===== src/rtl/adda_trig_seq.sv =====
// adda_trig_seq: VIO-driven multi-channel address/data trigger with atomic commit and hit counting
module adda_trig_seq #(
  parameter int trig_width = 56,
  parameter int pnum_width = 10,
  parameter int ch_num     = 4
) (
  input  logic                             clk,
  input  logic                             rst,
  input  logic [ch_num*(trig_width+1)+pnum_width:0] vio_in,
  input  logic                             tap_valid,
  input  logic [trig_width-1:0]            tap_word,
  output logic [ch_num*trig_width-1:0]     trig_out,
  output logic [pnum_width-1:0]            pnum_out,
  output logic [ch_num-1:0]                ch_en,
  output logic                             cfg_upd,
  output logic                             armed,
  output logic [ch_num-1:0]                trig_hit,
  output logic [pnum_width-1:0]            hit_cnt,
  output logic                             trig_done
);
  localparam int vw = 1 + ch_num + pnum_width + ch_num * trig_width;
  localparam int tw = ch_num * trig_width;
  typedef enum logic [1:0] {IDLE, ARMED, DONE} state_t;
  state_t state, state_n;
  logic [vw-1:0] vio_q;
  logic apply_prev, primed, commit, any_hit, reach;
  logic [ch_num-1:0] hit;
  logic [pnum_width-1:0] cnt_inc;
  assign commit  = primed && (vio_q[vw-1] != apply_prev);
  assign any_hit = |hit;
  assign cnt_inc = hit_cnt + 1'b1;
  assign reach   = (state == ARMED) && any_hit && (pnum_out != '0) && (cnt_inc == pnum_out);
  // per-channel comparison of the tap sample against the committed words
  always_comb begin
    hit = '0;
    for (int i = 0; i < ch_num; i++)
      hit[i] = tap_valid & ch_en[i] & (tap_word == trig_out[i*trig_width +: trig_width]);
  end
  // next state: a commit always restarts, otherwise ARMED finishes on the last page hit
  always_comb state_n = commit ? ARMED : reach ? DONE : state;
  // state register
  always_ff @(posedge clk)
    if (rst) state <= IDLE;
    else state <= state_n;
  // input stage; priming seeds apply_prev from the live word so a held apply bit never commits
  always_ff @(posedge clk)
    if (rst) begin
      vio_q      <= '0;
      apply_prev <= 1'b0;
      primed     <= 1'b0;
    end else begin
      vio_q      <= vio_in;
      primed     <= 1'b1;
      apply_prev <= primed ? vio_q[vw-1] : vio_in[vw-1];
    end
  // committed configuration, hit tracking and status outputs; commit beats a coincident hit
  always_ff @(posedge clk)
    if (rst) begin
      trig_out  <= '0;
      pnum_out  <= '0;
      ch_en     <= '0;
      cfg_upd   <= 1'b0;
      armed     <= 1'b0;
      trig_hit  <= '0;
      hit_cnt   <= '0;
      trig_done <= 1'b0;
    end else begin
      cfg_upd <= commit;
      armed   <= (state_n == ARMED);
      if (commit) begin
        trig_out  <= vio_q[tw-1:0];
        pnum_out  <= vio_q[tw +: pnum_width];
        ch_en     <= vio_q[tw+pnum_width +: ch_num];
        hit_cnt   <= '0;
        trig_done <= 1'b0;
        trig_hit  <= '0;
      end else if (state == ARMED) begin
        trig_hit <= hit;
        if (any_hit && !(&hit_cnt)) hit_cnt <= cnt_inc;
        if (reach) trig_done <= 1'b1;
      end else trig_hit <= '0;
    end
endmodule

===== config.mk =====
export PLATFORM = sky130hd
export DESIGN_NAME = adda_trig_seq
export DESIGN_NICKNAME = d
export VERILOG_FILES = /design/src/rtl/adda_trig_seq.sv
export SDC_FILE = /design/constraint.sdc
export NUM_CORES = 1
export LEC_CHECK = 0
export CORE_MARGIN = 2
export CORE_UTILIZATION = 25
export CTS_BUF_LIST = sky130_fd_sc_hd__clkbuf_8 sky130_fd_sc_hd__clkbuf_16
export CTS_CLUSTER_DIAMETER = 100
export DETAILED_ROUTE_END_ITERATION = 8
export PLACE_DENSITY_LB_ADDON = 0.2
export SLEW_MARGIN = 5
export SYNTH_ARGS = -nofsm -noshare
export SYNTH_HDL_FRONTEND = slang
export SYNTH_SLANG_ARGS = --single-unit

===== constraint.sdc =====
create_clock -name clk -period 3.5 [get_ports clk]
set_input_delay 0.35 -clock clk [delete_from_list [all_inputs] [get_ports clk]]
set_output_delay 0.35 -clock clk [all_outputs]
set_load 0.005 [all_outputs]

## Word-level counts from Yosys, hierarchy flattened

Index checks and enable logic that the tools add are counted.

| storage, ports and cells | value |
|---|---|
| register bits | 498 |
| bits in latches | 0 |
| bits in writable memories | 0 |
| memory bits (read-only) | 0 |
| input bits | 298 |
| memories | 0 |

| cells by class | value |
|---|---|
| add/sub/neg operators | 1 |
| multiply operators | 0 |
| divide/modulo/power cells | 0 |
| magnitude comparators | 0 |
| eq/ne operators | 8 |
| shift-type cells | 0 |
| muxes and demuxes | 4 |
| bitwise logic cells | 9 |
| reduce and logical (&&, ||, !) cells | 13 |

Operator list:

| cell | number |
|---|---|
| $eq 56x56->1 | 4 |
| $add 10x1->10 const B | 1 |
| $eq 10x10->1 | 1 |
| $reduce_and 10->1 | 1 |
| $reduce_bool 10->1 | 1 |
| $and 1x1->1 | 8 |
| $logic_and 1x1->1 | 5 |
| $eq 2x1->1 const B | 2 |
| $mux 2 | 2 |
| $reduce_and 2->1 | 2 |
| $reduce_or 4->1 | 1 |
| $reduce_or 3->1 | 1 |
| $mux 1 | 2 |
| $reduce_or 2->1 | 1 |
| $logic_not 1->1 | 1 |
| $ne 1x1->1 | 1 |
| $not 1->1 | 1 |

## Longest topological paths before layout

Gate-level depths: netlist of the first run.

| logic depth | value |
|---|---|
| depth in word-level cells | 9 |
| depth in mapped cells | 10 |
| mapped depth without buffers | 9 |

## Worst setup path after synthesis of the first run

OpenSTA, ideal clock, no wires.

| timing | value |
|---|---|
| path kind | register to register |
| start | reg hit_cnt[0] |
| end | reg armed |
| arrival time | 2.574 ns |
| data required time | 3.377 ns |
| setup slack | 0.803 ns |
| cell stages (with the launch flop) | 11 |
| buffers on the path | 1 |
| period minus slack after synthesis | 2.697 ns |
| path through | dfxtp_1 -> ha_1 -> and3_1 -> clkbuf_1 -> nand3_1 -> or4b_2 -> o211ai_1 -> a22oi_1 -> a211oi_1 -> nor3_1 -> or2_2 |

| between the ends | value |
|---|---|
| word-level cells in the longest chain between the ends | 6 |

RTL lines:

| element | line | RTL |
|---|---|---|
| from (decl) | 18 | `output logic [pnum_width-1:0] hit_cnt,` |
| from (signal assigned) | 79 | `if (any_hit && !(&hit_cnt)) hit_cnt <= cnt_inc;` |
| $add 10x1->10 | 31 | `assign cnt_inc = hit_cnt + 1'b1;` |
| $eq 10x10->1 | 32 | `assign reach = (state == ARMED) && any_hit && (pnum_out != '0) && (cnt_inc == pnum_out);` |
| $logic_and 1x1->1 | 32 |  |
| $mux 2 (2 in a row) | 40 | `always_comb state_n = commit ? ARMED : reach ? DONE : state;` |
| $eq 2x1->1 | 69 | `armed <= (state_n == ARMED);` |
| to (signal assigned) | 69 |  |
| to (decl) | 16 | `output logic armed,` |

Every way passes these cells.
A chain may end at the register's enable or synchronous reset.

## Worst setup path in the final report of the first run

| timing | value |
|---|---|
| start | reg trig_out[122] |
| end | reg hit_cnt[7] |

| between the ends | value |
|---|---|
| word-level cells in the longest chain between the ends | 5 |

RTL lines:

| element | line | RTL |
|---|---|---|
| from (decl) | 12 | `output logic [ch_num*trig_width-1:0] trig_out,` |
| from (signal assigned) | 71 | `trig_out <= vio_q[tw-1:0];` |
| $eq 56x56->1 | 37 | `hit[i] = tap_valid & ch_en[i] & (tap_word == trig_out[i*trig_width +: trig_width]);` |
| $and 1x1->1 | 37 |  |
| $reduce_or 4->1 | 30 | `assign any_hit = \|hit;` |
| $logic_and 1x1->1 | 79 |  |
| $reduce_and 2->1 (no line) | -- |  |

Every way passes these cells.

==> results.sh, run 1 <==
export IMPL_worst_pin_slew_ns=0.743
export IMPL_crit_path_end_kind="flip-flop"
export IMPL_max_freq_ghz=0.320
export IMPL_yosysWarnings=0
export IMPL_drive_gt1_frac=0.0722
export IMPL_synth_ff_type="dfxtp_1"
export IMPL_rr_startpoint="trig_out[122]"
export IMPL_min_to="vio_q[184]"
export IMPL_cts_resized=0
export IMPL_holdBufCountCts=0
export IMPL_grt_usage=0.227
export IMPL_relSlewSlack=0.500
export IMPL_crit_arrival_ns=3.59
export IMPL_path_class="reg -> reg"
export IMPL_cp_depth=10
export IMPL_start_util=0.254
export IMPL_status="completed"
export IMPL_regArea_um2=9970
export IMPL_reg2regPathDepth=10
export IMPL_fin_cells=3589
export IMPL_post_cts_buffers=0
export IMPL_r2r_setup_slack_ns=0.38
export IMPL_tns_ns=0
export IMPL_fin_crit_sh=0.893
export IMPL_gr_total_overflow=0
export IMPL_clock_latency_ns=0.63
export IMPL_synth_seq_cells=498
export IMPL_fin_area_um2=27200
export IMPL_synth_cells=2023
export IMPL_clockBufferDepth=3
export IMPL_cts_inserted_buffers=57
export IMPL_drv_slew=0
export IMPL_syn_area_um2=18200
export IMPL_cp_cell_sequence="xor2_1 > nor4_1 > buf_4 > nand4_1 > nor4_1 > buf_4 > a32oi_2 > a211o_1 > o31ai_1 > a21oi_1"
export IMPL_io_pins=553
export IMPL_htree_num_levels=2
export IMPL_hold_worst_slack_ns=0.237
export IMPL_worst_path_largest_cell_delay_ns=0.67
export IMPL_fp_dieH_um=274
export IMPL_via_count=16300
export IMPL_powerDensity_nw_per_um2=518
export IMPL_cts_sinks=498
export IMPL_skew_ns=0.0294
export IMPL_via_per_inst=4.55
export IMPL_maxCapViolCount=0
export IMPL_place_ws_ns=-0.0685
export IMPL_synth_fp_nets=2322
export IMPL_synth_top_area_share=0.548
export IMPL_hpwl_um=68800
export IMPL_drt_iter0_markers=1149
export IMPL_multi_input_area_um2=7690
export IMPL_wl_um=88100
export IMPL_worstPathRequired_ns=3.97
export IMPL_synth_edf_count=0
export IMPL_cts_root_buf="clkbuf_16"
export IMPL_synth_distinct_cells=50
export IMPL_hp_start="rst"
export IMPL_route_detailed_drc=0
export IMPL_slowest_stage="nor4_1"
export IMPL_dp_cells=3475
export IMPL_area_growth_pct=49.7
export IMPL_n_fill_cell=7155
export IMPL_die_width_um=274
export IMPL_rsz0062_at_grt="no"
export IMPL_grt_pass1_vias=16100
export IMPL_die_area_um2=75000
export IMPL_wl_per_cell_um=24.6
export IMPL_setup_viol=0
export IMPL_min_period_ns=3.12
export IMPL_cp_top_family="compound AO/OA/AOI/OAI gates"
export IMPL_hold_path_cell_count=2
export IMPL_synth_top_area_cell="dfxtp_1"
export IMPL_grt_max_degree=145
export IMPL_async_flop_share=0
export IMPL_cts_tree="yes"
export IMPL_clk_pin_slew_worst_paths_ns=0.06
export IMPL_place_area_um2=25100
export IMPL_port_buffers=552
export IMPL_postLayoutCoreUtil=0.380
export IMPL_finalNetCount=2883
export IMPL_grt_pass1_wl_um=121000
export IMPL_synth_area_leaders="dfxtp_1 (55%), nand2_1 (10%), nor2b_1 (8.7%)"
export IMPL_cp_num_buf_inv=2
export IMPL_seq_area_frac_synth=0.548
export IMPL_vdd_drop_max_v=0.000464
export IMPL_crit_fanout=7
export IMPL_p_total_mw=14.1
export IMPL_ant_nets=0
export IMPL_core_um2=71700
export IMPL_dr_pass1_iters=5
export IMPL_hold_viol=0
export IMPL_cp_start_kind="flip-flop"
export IMPL_hp_class="in -> reg"
export IMPL_setup_slack_ns=0.376
export IMPL_r2r_end="hit_cnt[7]"
export IMPL_leakagePower_nw=9.85
export IMPL_rows=98
export IMPL_antenna_found_initial=19
export IMPL_synth_area_per_cell_um2=9.00
export IMPL_routabilityCongestion=0.843
-- worst max path at each step --
| stage | from | end | slack (ns) |
|---|---|---|---|
| after detailed placement | tap_word[0] | hit_cnt[5] | -0.07 |
| after global routing | hit_cnt[0] | state[0] | 0.32 |
| after CTS | hit_cnt[0] | state[0] | 0.48 |
| after global placement | tap_word[0] | hit_cnt[5] | -0.09 |
| after floorplan | hit_cnt[0] | armed | 0.80 |
| final | trig_out[122] | hit_cnt[7] | 0.38 |
-- layout make-up --
cell class                 count  share of cell area
multi-input combinational   1379               0.282
timing repair buffer         629               0.227
clock buffer                  73              0.0604
inverter                      19             0.00262
clock inverter                33              0.0170
antenna                        8            0.000735
sequential                   498               0.366
tap                          950              0.0436
-- sequential cells by signal, summed over array words and instances (netlist names), 2 cells and up --
name / count
trig_out: 224
state: 2
vio_q: 239
ch_en: 4
pnum_out: 10
trig_hit: 4
hit_cnt: 10
-- power breakdown --
part	leakage [nW]	total, mW	switching [mW]	internal [mW]
Sequential	4.09	6.11	0.201	5.91
Combinational	4.70	1.44	0.694	0.744
Clock	1.06	6.56	2.50	4.06
Total	9.85	14.1	3.40	10.7
-- layout by cell type (no fill, tap or decap), drive strengths merged, types with 3 or more instances in the layout --
| master | synthesis | final |
|---|---|---|
| nand3 | 17 | 17 |
| o2111ai | 6 | 6 |
| diode | 0 | 8 |
| nor2 | 18 | 18 |
| nor4 | 30 | 30 |
| o221ai | 4 | 4 |
| nand4 | 29 | 29 |
| dfxtp | 498 | 498 |
| o21ai | 5 | 5 |
| xnor2 | 126 | 126 |
| inv | 19 | 27 |
| nand2 | 491 | 491 |
| buf | 5 | 78 |
| a21oi | 250 | 250 |
| xor2 | 88 | 88 |
| nor2b | 253 | 253 |
| clkdlybuf4s50 | 0 | 551 |
| and3 | 6 | 6 |
| a2111o | 3 | 3 |
| nor3 | 8 | 8 |
| clkbuf | 121 | 73 |
| bufinv | 0 | 10 |
| nand2b | 10 | 10 |
| a211oi | 3 | 3 |
| or3 | 3 | 3 |
| clkinv | 0 | 13 |
-- cell usage after synthesis (2+ instances only) --
master     instances
dfxtp_1          498
nand2_1          491
nor2b_1          252
a21oi_1          250
xnor2_1          126
clkbuf_1         121
xor2_1            88
nor4_1            30
nand4_1           29
inv_1             19
nor2_1            18
nand3_1           17
nand2b_1          10
nor3_1             7
and3_1             6
o2111ai_1          6
buf_1              5
o21ai_0            5
o221ai_1           4
a2111o_1           3
or3_1              3
a211o_1            2
a211oi_1           2
mux2i_1            2
o21a_1             2
o31ai_1            2
or2_2              2
-- metal layers --
metal,vias to the layer above,GRT usage,part of all wire
li1,7658,-,-
met1,7931,0.275,0.41
met2,587,0.391,0.49
met3,120,0.0646,0.079
met4,22,0.0615,0.026
met5,-,0,0.0015
-- cells by family (layout without fill, tap and decap cells) --
| family | count (synthesis) | after routing | synth area share |
|---|---|---|---|
| mux | 3 | 3 | 0.00172 |
| other cells | 0 | 8 | 0 |
| simple gates | 872 | 872 | 0.229 |
| compound gates | 289 | 289 | 0.0870 |
| flops | 498 | 498 | 0.548 |
| fa+ha+maj | 1 | 1 | 0.000687 |
| buf+inv | 146 | 754 | 0.0305 |
| xor+xnor | 214 | 214 | 0.103 |
-- worst register-to-register path: cells and delay by family (launching register included) --
kind            cells  cell delay [ns]
compound gates      4             1.07
simple gates        3             0.98
buf+inv             2             0.40
flops               1             0.34
xor+xnor            1             0.17
(Power assumes the default switching activity.)
==> inputs of run 2 (changes only) <==
Settings changed: ABC_CLOCK_PERIOD_IN_PS set to 3500, CAP_MARGIN set to 20.
==> results of run 2 <==
Final layout, timing and power as in run 1 (identical DEF).
